$ cat config.mk
export PLATFORM = sky130hd
export DESIGN_NAME = keccak_absorb_ctrl
export DESIGN_NICKNAME = d
export VERILOG_FILES = /design/src/rtl/keccak_pkg.sv /design/src/rtl/keccak_round_cnt.sv /design/src/rtl/keccak_absorb_ctrl.sv
export SDC_FILE = /design/constraint.sdc
export NUM_CORES = 1
export LEC_CHECK = 0
export ABC_AREA = 1
export CORE_ASPECT_RATIO = 1.5
export CORE_MARGIN = 2
export CORE_UTILIZATION = 40
export CTS_CLUSTER_DIAMETER = 50
export CTS_CLUSTER_SIZE = 40
export DETAILED_ROUTE_END_ITERATION = 7
export GPL_ROUTABILITY_DRIVEN = 0
export SLEW_MARGIN = 25
export SYNTH_ARGS = -nofsm -noshare
export SYNTH_HDL_FRONTEND = slang
export SYNTH_SLANG_ARGS = --single-unit
$ cat constraint.sdc
create_clock -name clk -period 3 [get_ports clk]
set_clock_uncertainty 0.1 [all_clocks]
set_input_delay 0.45 -clock clk [delete_from_list [all_inputs] [get_ports clk]]
set_output_delay 0.45 -clock clk [all_outputs]
set_load 0.02 [all_outputs]
$ cat src/rtl/keccak_pkg.sv
// keccak_pkg: shared definitions for the Keccak absorb/squeeze controller.
//   - state_t  : controller FSM states
//   - NROUNDS  : Keccak-f[1600] round count
//   - MODE_*   : cmode encodings (SHA3-224/256/384/512, SHAKE128/256)
//   - rate_of  : rate table, in bytes per block, for each mode
package keccak_pkg;

  typedef enum logic [2:0] {
    ST_IDLE    = 3'd0,
    ST_ABSORB  = 3'd1,
    ST_PERMUTE = 3'd2,
    ST_RELEASE = 3'd3,
    ST_SQUEEZE = 3'd4,
    ST_DONE    = 3'd5
  } state_t;

  localparam int unsigned NROUNDS    = 24;
  localparam logic [4:0]  LAST_ROUND = 5'(NROUNDS - 1);

  localparam logic [2:0] MODE_SHA3_224 = 3'd0;
  localparam logic [2:0] MODE_SHA3_256 = 3'd1;
  localparam logic [2:0] MODE_SHA3_384 = 3'd2;
  localparam logic [2:0] MODE_SHA3_512 = 3'd3;
  localparam logic [2:0] MODE_SHAKE128 = 3'd4;
  localparam logic [2:0] MODE_SHAKE256 = 3'd5;

  // Rate table; illegal modes read as 0.
  function automatic logic [7:0] rate_of(input logic [2:0] mode);
    logic [7:0] r;
    case (mode)
      MODE_SHA3_224: r = 8'd144;
      MODE_SHA3_256: r = 8'd136;
      MODE_SHA3_384: r = 8'd104;
      MODE_SHA3_512: r = 8'd72;
      MODE_SHAKE128: r = 8'd168;
      MODE_SHAKE256: r = 8'd136;
      default:       r = 8'd0;
    endcase
    return r;
  endfunction

  function automatic logic mode_legal(input logic [2:0] mode);
    return (mode <= MODE_SHAKE256);
  endfunction

  function automatic logic mode_is_shake(input logic [2:0] mode);
    return (mode == MODE_SHAKE128) || (mode == MODE_SHAKE256);
  endfunction

endpackage

$ cat src/rtl/keccak_round_cnt.sv
// keccak_round_cnt: round index counter for one Keccak-f permutation.
//   clk, rst  : clock, synchronous active-high reset
//   start     : a permutation begins next cycle; forces index to 0
//   run       : permutation is active this cycle
//   round_idx : current round 0..NROUNDS-1 (0 when idle)
//   last      : run is high and this is the final round
module keccak_round_cnt
  import keccak_pkg::*;
(
  input  logic       clk,
  input  logic       rst,
  input  logic       start,
  input  logic       run,
  output logic [4:0] round_idx,
  output logic       last
);

  logic [4:0] idx_r;

  assign round_idx = idx_r;
  assign last      = run && (idx_r == LAST_ROUND);

  // Round index: advances while running, wraps to 0 after the last round.
  always_ff @(posedge clk) begin
    if (rst) begin
      idx_r <= 5'd0;
    end else if (start) begin
      idx_r <= 5'd0;
    end else if (run && !last) begin
      idx_r <= idx_r + 5'd1;
    end else begin
      idx_r <= 5'd0;
    end
  end

endmodule

$ cat src/rtl/keccak_absorb_ctrl.sv
// keccak_absorb_ctrl: sequences absorb, permutation and squeeze for a
// Keccak-based hash (SHA3-224/256/384/512, SHAKE128/256).
//   clk, rst   : clock, synchronous active-high reset
//   cmode      : hash mode, latched when a block is accepted
//   buff_full  : input buffer holds a full padded rate block
//   first      : buffered block is the first of the message
//   last_i     : pulse, final message word entered the buffer
//   sq_blocks  : SHAKE output block count (0 means 1)
//   dout_ready : sink accepts the current output block
//   en_counter : buffer hold (ABSORB/PERMUTE)
//   state_load : XOR buffer into the state
//   state_clr  : zero the state before the XOR (first block)
//   round_en   : permutation round active, round_idx = round number
//   rate_bytes : rate of the latched mode
//   dout_valid : output block available
//   done       : message complete pulse
//   busy       : FSM not idle
//   err        : pulse, block offered with an illegal mode
module keccak_absorb_ctrl
  import keccak_pkg::*;
(
  input  logic       clk,
  input  logic       rst,
  input  logic [2:0] cmode,
  input  logic       buff_full,
  input  logic       first,
  input  logic       last_i,
  input  logic [7:0] sq_blocks,
  input  logic       dout_ready,
  output logic       en_counter,
  output logic       state_load,
  output logic       state_clr,
  output logic       round_en,
  output logic [4:0] round_idx,
  output logic [7:0] rate_bytes,
  output logic       dout_valid,
  output logic       done,
  output logic       busy,
  output logic       err
);

  state_t     state_r, state_nx;
  logic [2:0] cmode_r;
  logic       first_r;
  logic [7:0] sq_cnt_r;
  logic [7:0] sq_limit_r;
  logic       pending_last_r;
  logic       err_r;

  logic       accept_s;
  logic       legal_s;
  logic       handshake_s;
  logic       round_last_s;
  logic       round_start_s;
  logic [7:0] sq_blocks_eff_s;
  logic [7:0] sq_cnt_inc_s;
  logic [7:0] sq_limit_s;
  logic       limit_hit_s;

  assign accept_s    = (state_r == ST_IDLE) && buff_full;
  assign legal_s     = mode_legal(cmode);
  assign handshake_s = (state_r == ST_SQUEEZE) && dout_ready;

  assign sq_blocks_eff_s = (sq_blocks == 8'd0) ? 8'd1 : sq_blocks;
  assign sq_cnt_inc_s    = (sq_cnt_r == 8'hFF) ? 8'hFF : (sq_cnt_r + 8'd1);
  // The SHAKE limit is taken live on the first handshake and held afterwards.
  assign sq_limit_s  = !mode_is_shake(cmode_r) ? 8'd1 :
                       (sq_cnt_r == 8'd0) ? sq_blocks_eff_s : sq_limit_r;
  assign limit_hit_s = (sq_cnt_inc_s >= sq_limit_s);

  assign round_start_s = (state_nx == ST_PERMUTE) && (state_r != ST_PERMUTE);

  keccak_round_cnt u_round_cnt (
    .clk       (clk),
    .rst       (rst),
    .start     (round_start_s),
    .run       (state_r == ST_PERMUTE),
    .round_idx (round_idx),
    .last      (round_last_s)
  );

  assign rate_bytes = rate_of(cmode_r);
  assign err        = err_r;

  // FSM state register.
  always_ff @(posedge clk) begin
    if (rst) begin
      state_r <= ST_IDLE;
    end else begin
      state_r <= state_nx;
    end
  end

  // FSM next state and state-decoded outputs.
  always_comb begin
    state_nx   = state_r;
    en_counter = 1'b0;
    state_load = 1'b0;
    state_clr  = 1'b0;
    round_en   = 1'b0;
    dout_valid = 1'b0;
    done       = 1'b0;
    busy       = (state_r != ST_IDLE);
    case (state_r)
      ST_IDLE: begin
        if (accept_s) begin
          state_nx = legal_s ? ST_ABSORB : ST_RELEASE;
        end else begin
          state_nx = ST_IDLE;
        end
      end
      ST_ABSORB: begin
        en_counter = 1'b1;
        state_load = 1'b1;
        state_clr  = first_r;
        state_nx   = ST_PERMUTE;
      end
      ST_PERMUTE: begin
        en_counter = 1'b1;
        round_en   = 1'b1;
        if (round_last_s) begin
          state_nx = pending_last_r ? ST_SQUEEZE : ST_RELEASE;
        end else begin
          state_nx = ST_PERMUTE;
        end
      end
      ST_RELEASE: begin
        state_nx = ST_IDLE;
      end
      ST_SQUEEZE: begin
        dout_valid = 1'b1;
        if (handshake_s) begin
          state_nx = limit_hit_s ? ST_DONE : ST_PERMUTE;
        end else begin
          state_nx = ST_SQUEEZE;
        end
      end
      ST_DONE: begin
        done     = 1'b1;
        state_nx = ST_RELEASE;
      end
      default: begin
        state_nx = ST_IDLE;
      end
    endcase
  end

  // Mode/first latch, squeeze counting, pending-last flag and error pulse.
  always_ff @(posedge clk) begin
    if (rst) begin
      cmode_r        <= 3'd0;
      first_r        <= 1'b0;
      sq_cnt_r       <= 8'd0;
      sq_limit_r     <= 8'd0;
      pending_last_r <= 1'b0;
      err_r          <= 1'b0;
    end else begin
      err_r <= accept_s && !legal_s;
      if (accept_s && legal_s) begin
        cmode_r <= cmode;
        first_r <= first;
        if (first) begin
          sq_cnt_r <= 8'd0;
        end
      end else if (handshake_s) begin
        sq_cnt_r <= sq_cnt_inc_s;
        if (sq_cnt_r == 8'd0) begin
          sq_limit_r <= sq_blocks_eff_s;
        end
      end
      // A new last_i wins over the clear so a late final word is not lost.
      if (last_i) begin
        pending_last_r <= 1'b1;
      end else if ((state_nx == ST_DONE) && (state_r != ST_DONE)) begin
        pending_last_r <= 1'b0;
      end
    end
  end

endmodule

* After elaboration in Yosys (flattened, before gate mapping)
Index checks and enable logic that the tools add are counted.
** Word-level totals
- Flip-flop bits (word level) :: 30
- Input bits :: 17
- Word-level logic and storage cells :: 76
** Cells by class
- $add $sub $neg :: 2
- $lt $le $gt $ge :: 2
- Equal/unequal tests :: 16
- Mux-type cells :: 23
- Bitwise logic cells :: 2
- Reduce and logical (&&, ||, !) cells :: 23
** Operator list (number)
- $mux 8 :: 7
- $pmux 8 s5 :: 1
- $logic_not 8->1 :: 2
- $eq 3x3->1 const B :: 5
- $pmux 3 s5 :: 1
- $eq 3x2->1 const B :: 4
- $mux 3 :: 4
- $add 8x1->8 const B :: 1
- $eq 8x8->1 const B :: 1
- $ge 8x8->1 :: 1
- $logic_and 1x1->1 :: 8
- $mux 1 :: 8
- $eq 3x1->1 const B :: 2
- $logic_not 3->1 :: 2
- $add 5x1->5 const B :: 1
- $eq 5x5->1 const B :: 1
- $mux 2 :: 2
- $reduce_and 2->1 :: 2
- $reduce_bool 2->1 :: 2
- $reduce_or 2->1 :: 2
- $le 3x3->1 const B :: 1
- $ne 3x2->1 const B :: 1
- $ne 3x3->1 const B :: 1
- $reduce_bool 3->1 :: 1
- other kinds (5) :: 7

* Longest topological paths before layout
Gate-level depths: netlist of run 1.
- Depth after elaboration :: 12
- Depth in mapped cells :: 19

* Modules after synthesis
From an unflattened synthesis of run 1, not the netlist that was laid out.
** Second synthesis, totals
- Cells, all modules :: 292
- Area, all modules :: 1928.1 um2
** By module, submodules not included
- keccak_absorb_ctrl :: instances 1, cells an instance 258, area each 1694.1 um2, seq. area each 500.5 um2
- keccak_round_cnt :: instances 1, cells an instance 34, area each 234.0 um2, seq. area each 100.1 um2

* Worst setup path after synthesis of run 1
No wires, ideal clock.
- Path type :: register -> register
- From :: register sq_cnt_r[7]
- To :: register state_r[2]
- Setup time :: 0.132 ns
- Data arrival time :: 1.885 ns
- Setup slack :: 0.882 ns
- Stages on the path, launching flop included :: 14
- Buffers on the path :: 0
- Path through :: dfxtp_1 -> inv_1 -> nand2_1 -> nor2_1 -> nand3_2 -> nand2_1 -> o21ai_0 -> or2_2 -> ha_1 -> a21oi_1 -> o21a_1 -> nand3_1 -> nand2_1 -> a21oi_1
** Between the ends
- Cells in the longest elaborated chain, start to end :: 7
- Elaborated cells between the ends (all ways) :: 10
- Those cells by class :: add/sub (1); order compare (1); eq/ne (1); mux (6); reduce/logical (1)
** Ends and longest elaborated chain
- start: declaration :: RTL line keccak_absorb_ctrl.sv:45 : logic [7:0] sq_cnt_r;
- start signal: assignment :: RTL line keccak_absorb_ctrl.sv:166 : sq_cnt_r <= sq_cnt_inc_s;
- parallel branches: the longest is 3 deep, another holds $add 8x1->8
- $ge 8x8->1 (*) :: RTL line keccak_absorb_ctrl.sv:69 : assign limit_hit_s = (sq_cnt_inc_s >= sq_limit_s);
- $mux 3 (*) :: RTL line keccak_absorb_ctrl.sv:133 : state_nx = limit_hit_s ? ST_DONE : ST_PERMUTE;
- $mux 3 (*) :: RTL line keccak_absorb_ctrl.sv:132 : if (handshake_s) begin
- $pmux 3 s5 (*) :: RTL line keccak_absorb_ctrl.sv:104 : case (state_r)
- end signal: assignment :: RTL line keccak_absorb_ctrl.sv:90 : state_r <= state_nx;
- end: declaration :: RTL line keccak_absorb_ctrl.sv:42 : state_t state_r, state_nx;
Every way passes the cells marked *.
A chain may end at the register's enable or synchronous reset.

* Final worst setup path of run 1
- From :: register sq_cnt_r[0]
- To :: register pending_last_r
** Between the ends
- Cells in the longest elaborated chain, start to end :: 10
- Elaborated cells between the ends (all ways) :: 13
- Those cells by class :: add/sub (1); order compare (1); eq/ne (2); mux (6); reduce/logical (3)
** Ends and longest elaborated chain
- parallel branches: the longest is 3 deep, another holds $add 8x1->8
- $ge 8x8->1 (*) :: RTL line keccak_absorb_ctrl.sv:69
- $mux 3 (*) :: RTL line keccak_absorb_ctrl.sv:133
- $mux 3 (*) :: RTL line keccak_absorb_ctrl.sv:132
- $pmux 3 s5 (*) :: RTL line keccak_absorb_ctrl.sv:104
- $eq 3x3->1 (*) :: RTL line keccak_absorb_ctrl.sv:174 : end else if ((state_nx == ST_DONE) && (state_r != ST_DONE)) begin
- $logic_and 1x1->1 (*) :: RTL line keccak_absorb_ctrl.sv:174
- $reduce_bool 2->1 (no line) (*)
- end signal: assignment :: RTL line keccak_absorb_ctrl.sv:155 : pending_last_r <= 1'b0;
- end signal: assignment :: RTL line keccak_absorb_ctrl.sv:173 : pending_last_r <= 1'b1;
- end signal: assignment :: RTL line keccak_absorb_ctrl.sv:175 : pending_last_r <= 1'b0;
- end: declaration :: RTL line keccak_absorb_ctrl.sv:47 : logic pending_last_r;
Marked as above.

==> results of run 1 <==
[Yosys cell counts (3+ instances only)]
| master | instances |
|---|---|
| a21oi_1 | 21 |
| buf_4 | 4 |
| dfxtp_1 | 30 |
| ha_1 | 11 |
| inv_1 | 48 |
| nand2_1 | 71 |
| nand3_1 | 10 |
| nand3_2 | 6 |
| nand4_1 | 3 |
| nor2_1 | 26 |
| nor3_1 | 6 |
| o21ai_0 | 13 |
| o21ai_1 | 3 |
[worst max-delay path, delay by kind of cell (launching register included)]
family                   cells  cell delay [ns]
buffers and inverters        2             0.17
flip-flops                   1             0.43
AO/OA/AOI/OAI                4             0.66
AND/OR/NAND/NOR              5             0.46
adder cells (fa/ha/maj)      2             0.51
[kinds of logic after synthesis]
logic type      synth area share (%)
buf+inv                         12.4
flops                           32.4
xor+xnor                       0.944
fa+ha+maj                       7.42
other cells                    0.202
compound gates                  14.2
simple gates                    32.4
[power by group through the flow]
| stage | clock network (W) | logic [W] | registers [W] |
|---|---|---|---|
| finish | 0.000344 | 0.000166 | 0.000414 |
| global route | 0.000368 | 0.000187 | 0.000415 |
| CTS | 0.000356 | 0.000169 | 0.000414 |
| detailed placement | 0 | 0.000168 | 0.000423 |
| global placement | 0 | 0.000168 | 0.000423 |
| floorplan | 0 | 0.0000937 | 0.000423 |
[layout make-up]
type | count | area, um^2 | area share [%]
repair buffers | 37 | 363 | 15.5
clock buffers | 6 | 82.6 | 3.53
well taps | 48 | 60.1 | 2.57
multi-input cells | 193 | 1030 | 44.1
clock inverters | 2 | 12.5 | 0.535
flip-flops and latches | 30 | 601 | 25.7
inverters | 50 | 188 | 8.03
[per-stage QoR]
stage	util (%)	instance area (um^2)	std cells	power (W)	worst slack (ns)
2_1_floorplan	-	1860	280	0.000517	0.882
3_3_place_gp	49.8	2240	358	0.000591	0.634
3_5_place_dp	49.8	2240	358	0.000591	0.620
4_1_cts	51.9	2340	366	0.000939	0.610
5_1_grt	51.9	2340	366	0.000969	0.274
6_report	51.9	2340	366	0.000925	0.615
[worst max path at each step]
stage	to	from	slack (ns)	depth (start not counted)
after global placement	state_r[2]	sq_blocks[7]	0.63	9
final	pending_last_r	sq_cnt_r[0]	0.62	13
after detailed placement	pending_last_r	sq_blocks[5]	0.62	16
after global routing	pending_last_r	sq_cnt_r[7]	0.27	14
after CTS	pending_last_r	sq_cnt_r[0]	0.61	13
after floorplan	state_r[2]	sq_cnt_r[7]	0.88	13
[layer usage]
| metal | GRT usage (%) | wire, um |
|---|---|---|
| met2 | 30.0 | 2120 |
| met3 | 3.57 | 118 |
| met4 | 6.06 | 77 |
| met5 | 0 | 0 |
| met1 | 20.3 | 1750 |
[registers in the layout (all words and copies together), names as in the netlist]
name                   cells
sq_cnt_r                   8
sq_limit_r                 8
u_round_cnt.round_idx      5
cmode_r                    3
state_r                    3
err                        1
first_r                    1
pending_last_r             1
==> results.md, run 1 <==
* Status: complete, no violations
* Worst hold start: u_round_cnt.round_idx[0]
* CTS buffer count at 5
* Internal power at 0.000666 W
* Worst skew pair latency at 0.28 ns
* Max Freq at 0.419 GHz
* Final nets at 345
* First-pass GRT wire length at 6960 um
* Syn avg cell area at 6.67 um^2
* Pleak at 1.08 nW
* Final cycle utilization of the critical path at 79.5%
* CTS sink cnt at 30
* Hold EP: u_round_cnt.round_idx[0]
* IO Port Bufs at 34
* Initial antenna violation count at 0
* Fin. Hold Viols at 0
* R2r setup slk at 0.62 ns
* Hold_buf cts at 0
* Count of final setup violators at 0
* Full die area at 5210 um^2
* Post-synthesis cell type count at 31
* GRT Overall Usage at 17.2%
* Antenna viol nets, final at 0
* Final wirelength at 4070 um
* RSZ-0062 raised after global routing: false
* Total of max-cap violations at 0
* IO Count at 38
* Area grow syn2layout at 26.0%
* Slowest cell delay on critical path at 0.43 ns
* Worst hold stages at 1
* Via count at 1,771
* CTS max path bufs at 2
* Worst hold margin at 0.371 ns
* Post-synth ARST share at 0%
* Pins Over Slew Limit at 0
* Power Dens Cells at 395 nW/um^2
* Syn. warnings at 0
* Combinational share of power at 18.0%
* WP data arrival at 2.50 ns
* Share of layout cells above drive strength 1 at 9.12%
* Worst hold path class: reg -> reg
* Die Ht at 87.4 um
* Worst-path maximum fanout at 9
* Startpoint class of the critical path: flop
* Worst reg-to-reg path cell count at 13
* Dominant cells by area after synthesis: dfxtp_1 (32%), nand2_1 (14%), inv_1 (9.7%)
* Seq cells post-synth at 30
* Sw Pwr at 0.000258 W
* # rows at 30
* Seq pwr share at 44.8%
* Core Area at 4500 um^2
* Initial DRT Pass Iterations at 4
* Clk root buf: clkbuf_8
* Number of remaining DRC errors at 0
* Synth top area share at 32.4%
* Grt ovf at 0
* TritonCTS clock tree: done
* R2r endpoint: pending_last_r
* Critical path's slowest cell: dfxtp_1
* Pin count of the biggest net entering global routing at 18
* Most frequent cell on the critical path: nand2_1
* DIE WIDTH at 59.6 um
* Vias in the first global route at 1,634
* Cell area after technology mapping at 1860 um^2
* Most frequent cells in the layout: nand2_1 (71), inv_1 (48), clkdlybuf4s50_1 (34)
* Cells after Synth at 278
* CTS H-tree lvls at 2
* Part of the Yosys area used for sequential elements at 32.4%
* Final HPWL from detailed placement at 3270 um
* Initial Util at 41.2%
* Reg2reg start: sq_cnt_r[0]
* Clk pwr share at 37.2%
* Synth Flop Type: dfxtp_1
* Critical path endpoint category: flop
* Min Clock Period, post-route at 2.38 ns
* Initial detailed-routing violation count at 47
* Antenna diodes at 0
* Post-CTS setup buffer count at 0
* Setup_tns at 0 ns
* CP cell instances: inv_1 > ha_1 > nand3_2 > inv_2 > o21ai_0 > nand2_1 > ha_1 > a21oi_1 > o21a_1 > nand2_1 > nand2_1 > nand2_1 > a21oi_1
* Clk slew on worst S/H paths at 0.07 ns
* Resize count post-CTS at 0
* Commonest non-fill, non-tap cell in the layout: nand2_1
* Cell taking the most area after synthesis: dfxtp_1
* Via density at 4.84
* Fillers at 470
* Switch share at 27.9%
* Required time worst endpoint at 3.12 ns
* Crit path kind: reg -> reg
* Worst vdd ir at 0.352 mV
* DR WL/cell at 11.1 um
* Number of flops mapped to enable cells by yosys at 0
Note: power is estimated with default switching activity, not from simulation.
==> run 2: changes to the inputs <==
==> constraint.sdc (replaced) <==
create_clock -name clk -period 2.2 [get_ports clk]
set_clock_uncertainty 0.1 [all_clocks]
set_input_delay 0.33 -clock clk [delete_from_list [all_inputs] [get_ports clk]]
set_output_delay 0.33 -clock clk [all_outputs]
set_load 0.02 [all_outputs]
==> results.md, run 2 (same netlist as run 1, synthesis figures left out) <==
* Core Area at 4500 um^2 (unchanged)
* First-pass GRT wire length at 7470 um (+7.3%)
* Via count at 1,902 (+7.4%)
* Full die area at 5210 um^2 (unchanged)
* Count of final setup violators at 0 (unchanged)
* Critical path's slowest cell: dfxtp_4
* Fillers at 437 (-7.0%)
* Final cycle utilization of the critical path at 99.6% (+20 points)
* Initial DRT Pass Iterations at 4 (unchanged)
* # rows at 30 (unchanged)
* Hold_buf cts at 0 (unchanged)
* Worst hold start: u_round_cnt.round_idx[0]
* DR WL/cell at 11.5 um (+3.2%)
* WP data arrival at 2.31 ns (-0.19 ns)
* Status: complete, no violations
* Crit path kind: reg -> reg
* Final nets at 372 (+7.8%)
* Most frequent cells in the layout: nand2_1 (61), inv_1 (44), clkdlybuf4s50_1 (32)
* CTS max path bufs at 2 (unchanged)
* Antenna viol nets, final at 0 (unchanged)
* IO Port Bufs at 34 (unchanged)
* TritonCTS clock tree: done
* Grt ovf at 0 (unchanged)
* Die Ht at 87.4 um (unchanged)
* Worst hold path class: reg -> reg
* CTS buffer count at 5 (unchanged)
* Placed insts at 375 (+4.7%)
* Vias in the first global route at 1,856 (+14%)
* Finished Layout Cells at 392 (+7.1%)
* Min Clock Period, post-route at 2.19 ns (-0.194 ns)
* Pin count of the biggest net entering global routing at 13 (-5)
* Clk slew on worst S/H paths at 0.07 ns (about the same)
* Startpoint class of the critical path: flop
* Initial antenna violation count at 0 (unchanged)
* Share of layout cells above drive strength 1 at 26.5% (+17 points)
* Worst vdd ir at 0.395 mV (+12%)
* Via density at 4.85 (+0.27%)
* Commonest non-fill, non-tap cell in the layout: nand2_1
* Dpl cell area at 2370 um^2 (+5.7%)
* Critical path endpoint category: flop
* Initial Util at 41.2% (unchanged)
* CTS H-tree lvls at 2 (unchanged)
* Initial detailed-routing violation count at 57 (+21%)
* Worst skew pair latency at 0.28 ns (about the same)
* Area grow syn2layout at 46.9%
* Register area at 608 um^2 (+1.2%)
* Final wirelength at 4490 um (+10%)
* Max Freq at 0.457 GHz (+8.9%)
* Antenna diodes at 0 (unchanged)
* Pins Over Slew Limit at 0 (unchanged)
* CP startpoint: sq_cnt_r[0]
* Slowest cell delay on critical path at 0.38 ns (-0.05 ns)
* Area of the multi-input gates at 1210 um^2 (+18%)
* DIE WIDTH at 59.6 um (unchanged)
* Final instance area at 2730 um^2 (+17%)
* IO Count at 38 (unchanged)
* GRT Overall Usage at 18.5% (+1.3 points)
* Total of max-cap violations at 0 (unchanged)
* Number of remaining DRC errors at 0 (unchanged)
* Required time worst endpoint at 2.32 ns (-0.80 ns)
* Fin. Hold Viols at 0 (unchanged)
* Clk root buf: clkbuf_8
* CP cell instances: ha_4 > nand2_4 > nor3_4 > nand3_4 > o21ai_4 > ha_1 > nand2_1 > nor2_1 > nor2_1 > nand2_1 > nand2_1 > nand2_1 > nand2_2 > nand2_2 > a21oi_2
* Worst hold margin at 0.366 ns (-0.00480 ns)
* Worst-path maximum fanout at 7 (-2)
* RSZ-0062 raised after global routing: true
* Final HPWL from detailed placement at 3450 um (+5.3%)
* Pleak at 1.29 nW (+19%)
* CTS sink cnt at 30 (unchanged)
* Power Dens Cells at 450 nW/um^2 (+14%)
* Most frequent cell on the critical path: nand2_1
* Reg2reg start: sq_cnt_r[0]
[run 2: cell count changes in the layout (fill, tap and decap cells not counted), moves of 3 or more]
| cell | previous run | this run |
|---|---|---|
| inv_1 | 48 | 44 |
| dfxtp_1 | 30 | 26 |
| nor2_1 | 26 | 22 |
| o21ai_0 | 13 | 6 |
| nand2_1 | 71 | 61 |
| buf_4 | 3 | 28 |
| ha_1 | 11 | 5 |
| nor2_2 | 0 | 3 |
| nand2_2 | 1 | 10 |
| dfxtp_2 | 0 | 3 |
| ha_4 | 0 | 5 |
| o21ai_4 | 0 | 3 |
| inv_2 | 2 | 5 |
[run 2: layout make-up]
| class | count | share of cell area, % |
|---|---|---|
| Tap cell | 48 | 2.20 |
| Timing Repair inverter | 1 | 0.184 |
| Multi-Input combinational cell | 193 | 44.5 |
| Clock buffer | 5 | 2.53 |
| Sequential cell | 30 | 22.3 |
| Timing Repair Buffer | 63 | 20.8 |
| Inverter | 50 | 7.07 |
| Clock inverter | 2 | 0.367 |
[run 2: critical path, delay by kind of cell, from the launching register on]
kind | cells | cell delay, ns
flops | 1 | 0.38
compound gates | 2 | 0.22
fa+ha+maj | 2 | 0.40
simple gates | 11 | 1.04
[run 2: stage by stage]
stage / util (%) / setup WS (ns) / TNS [ns] / total power, W
2_1_floorplan: - / 0.0823 / 0 / 0.000704
3_3_place_gp: 52.6 / -0.171 / -0.576 / 0.000812
3_5_place_dp: 52.6 / -0.179 / -0.633 / 0.000811
4_1_cts: 56.2 / -0.000594 / -0.000594 / 0.00123
5_1_grt: 60.5 / -0.138 / -0.315 / 0.00129
6_report: 60.5 / 0.00947 / 0 / 0.00123
[run 2: worst paths after layout]
kind                              endpoint  slack, ns  depth (start not counted)
setup / recovery            pending_last_r      0.009                         15
setup reg to reg            pending_last_r      0.009                         15
hold / removal    u_round_cnt.round_idx[0]       0.37                          1
hold reg to reg   u_round_cnt.round_idx[0]       0.37                          1
[run 2: what timing repair did]
item / CTS / global route
gates cloned: 0 / 1
endpoints found under the hold margin: 0 / 0
setup endpoints to repair: 4 / 6
buffers inserted: 3 / 6
gates resized for setup: 18 / 41
pin swaps: 7 / 6
[run 2: metal layers]
layer,up-vias,global-route usage (%),routed length [um]
li1,1011,-,-
met1,847,20.6,1850
met2,30,32.1,2360
met3,14,4.16,141
met4,0,9.49,144
met5,-,0,0
[run 2: where the power goes]
group / total [W] / switching, W / internal (W)
sequential: 0.000564 / 0.00000930 / 0.000554
combinational: 0.000249 / 0.000133 / 0.000116
clock: 0.000412 / 0.000201 / 0.000212
==> run 3: changes to the inputs <==
--- a/config.mk
+++ b/config.mk
@@ -6,13 +6,13 @@
 export NUM_CORES = 1
 export LEC_CHECK = 0
 export ABC_AREA = 1
-export CORE_ASPECT_RATIO = 1.5
 export CORE_MARGIN = 2
 export CORE_UTILIZATION = 40
 export CTS_CLUSTER_DIAMETER = 50
 export CTS_CLUSTER_SIZE = 40
 export DETAILED_ROUTE_END_ITERATION = 7
 export GPL_ROUTABILITY_DRIVEN = 0
+export PLACE_DENSITY = 0.67
 export SLEW_MARGIN = 25
 export SYNTH_ARGS = -nofsm -noshare
 export SYNTH_HDL_FRONTEND = slang
==> constraint.sdc (replaced) <==
create_clock -name clk -period 1.97 [get_ports clk]
set_clock_uncertainty 0.1 [all_clocks]
set_input_delay 0.2955 -clock clk [delete_from_list [all_inputs] [get_ports clk]]
set_output_delay 0.2955 -clock clk [all_outputs]
set_load 0.02 [all_outputs]
==> results.md, run 3 (same netlist as run 1, synthesis figures left out) <==
* Status: complete, but fails checks
* Violated checks: setup timing
* Crit path kind: reg -> reg
* Clk slew on worst S/H paths at 0.06 ns (about the same)
* Initial Util at 42.0% (+0.84 points)
* Number of remaining DRC errors at 0 (unchanged)
* Initial antenna violation count at 0 (unchanged)
* GRT Overall Usage at 19.0% (+0.43 points)
* Final setup margin at -0.235 ns (-0.245 ns)
* Final Util at 64.7% (+4.2 points)
* IO Count at 38 (unchanged)
* Via count at 1,967 (+3.4%)
* Worst hold path class: reg -> reg
* Crit-path leading delay family: simple AND/OR/NAND/NOR gates
* TritonCTS clock tree: done
* Worst skew pair latency at 0.28 ns (about the same)
* Critical path endpoint category: flop
* DIE WIDTH at 72.1 um (+21%)
* Count of final setup violators at 4 (+4)
* Share of layout cells above drive strength 1 at 32.3% (+5.8 points)
* Commonest non-fill, non-tap cell in the layout: nand2_1
* Max Freq at 0.453 GHz (-0.67%)
* First-pass GRT wire length at 7770 um (+4.0%)
* Worst-path maximum fanout at 3 (-4)
* CP cell instances: buf_4 > buf_4 > nand3_2 > nor2_2 > nand3_1 > nand2_1 > nand3_4 > ha_4 > nand2_1 > nor2_1 > nand2_2 > nand2_2 > nand2_2 > nand2_2 > a21oi_2
* Min Clock Period, post-route at 2.21 ns (+0.0148 ns)
* Most frequent cell on the critical path: nand2_2
* Pin count of the biggest net entering global routing at 15 (+2)
* Final HPWL from detailed placement at 3480 um (+1.1%)
* CTS H-tree lvls at 2 (unchanged)
* Antenna diodes at 0 (unchanged)
* # rows at 24 (-20%)
* Antenna viol nets, final at 0 (unchanged)
* DR WL/cell at 12.3 um (+7.5%)
* Required time worst endpoint at 2.04 ns (-0.28 ns)
* Full die area at 5200 um^2 (-0.21%)
* Dpl ws at -0.299 ns (-0.120 ns)
* Setup_tns at -0.807 ns (-0.807 ns)
* Worst vdd ir at 0.336 mV (-15%)
* Finished Layout Cells at 402 (+2.6%)
* Slowest cell delay on critical path at 0.37 ns (about the same)
* Clk root buf: clkbuf_8
* Initial detailed-routing violation count at 90 (+58%)
* Grt ovf at 0 (unchanged)
* Vias in the first global route at 1,809 (-2.5%)
* Final nets at 378 (+1.6%)
* Pleak at 1.40 nW (+8.5%)
* CTS sink cnt at 30 (unchanged)
* Core Area at 4410 um^2 (-2.0%)
* Critical path's slowest cell: dfxtp_4
* Final cycle utilization of the critical path at 112% (+12 points)
* CP bufs+invs at 2 (+2)
* CTS buffer count at 5 (unchanged)
* Hold_buf cts at 0 (unchanged)
* CTS max path bufs at 2 (unchanged)
* Initial DRT Pass Iterations at 4 (unchanged)
* WP data arrival at 2.27 ns (-0.04 ns)
* Placed insts at 386 (+2.9%)
* Fin. Hold Viols at 0 (unchanged)
* Power Dens Cells at 480 nW/um^2 (+6.9%)
* Final wirelength at 4950 um (+10%)
* IO Port Bufs at 34 (unchanged)
* Via density at 4.89 (+0.84%)
* Startpoint class of the critical path: flop
* Die Ht at 72.1 um (-18%)
* Area grow syn2layout at 54.0%
* Total of max-cap violations at 0 (unchanged)
* Pins Over Slew Limit at 0 (unchanged)
* Most frequent cells in the layout: nand2_1 (57), inv_1 (42), buf_4 (31)
* RSZ-0062 raised after global routing: true
[run 3: cell type report]
type | count | area (um^2)
well taps | 52 | 65.1
clock buffers | 5 | 68.8
inverters | 50 | 193
fillers | 387 | 1560
repair buffers | 70 | 634
clock inverters | 2 | 10.0
multi-input cells | 193 | 1270
flip-flops and latches | 30 | 616
[run 3: what timing repair did]
| item | CTS | global route |
|---|---|---|
| setup buffers | 6 | 3 |
| resized for setup | 34 | 38 |
| setup endpoints to repair | 8 | 8 |
| pin swaps | 21 | 17 |
[run 3: worst reg2reg max path, stage by stage, from the launching register on]
cell and delay, ns:
dfxtp_4 0.37, buf_4 0.11, buf_4 0.10, nand3_2 0.11, nor2_2 0.18, nand3_1 0.09
nand2_1 0.12, nand3_4 0.10, ha_4 0.28, nand2_1 0.06, nor2_1 0.14, nand2_2 0.09
nand2_2 0.07, nand2_2 0.07, nand2_2 0.07, a21oi_2 0.04
[run 3: per-stage QoR]
step	hold WS, ns	instance area [um^2]	power (W)
2_1_floorplan	0.329	1900	0.000787
3_3_place_gp	0.349	2470	0.000908
3_5_place_dp	0.351	2470	0.000909
4_1_cts	0.366	2680	0.00136
5_1_grt	0.380	2860	0.00144
6_report	0.360	2860	0.00137
[run 3: path summary, 6_finish.rpt]
kind / from / to / slack, ns / depth (start not counted)
hold / removal: u_round_cnt.round_idx[0] / u_round_cnt.round_idx[0] / 0.36 / 1
setup reg to reg: sq_cnt_r[1] / pending_last_r / -0.24 / 15
hold reg to reg: u_round_cnt.round_idx[0] / u_round_cnt.round_idx[0] / 0.36 / 1
setup / recovery: sq_cnt_r[1] / pending_last_r / -0.24 / 15
[run 3: report_power, final]
group	internal [W]	switching, W	total, W
clock	0.000236	0.000222	0.000459
sequential	0.000618	0.0000107	0.000628
combinational	0.000128	0.000158	0.000286
[run 3: metal layers]
layer | routed length (um) | track usage [%] | vias up
met5 | 0 | 0 | -
met4 | 61 | 7.13 | 0
met3 | 211 | 3.61 | 6
met2 | 2470 | 31.8 | 47
met1 | 2210 | 24.1 | 897
li1 | - | - | 1017
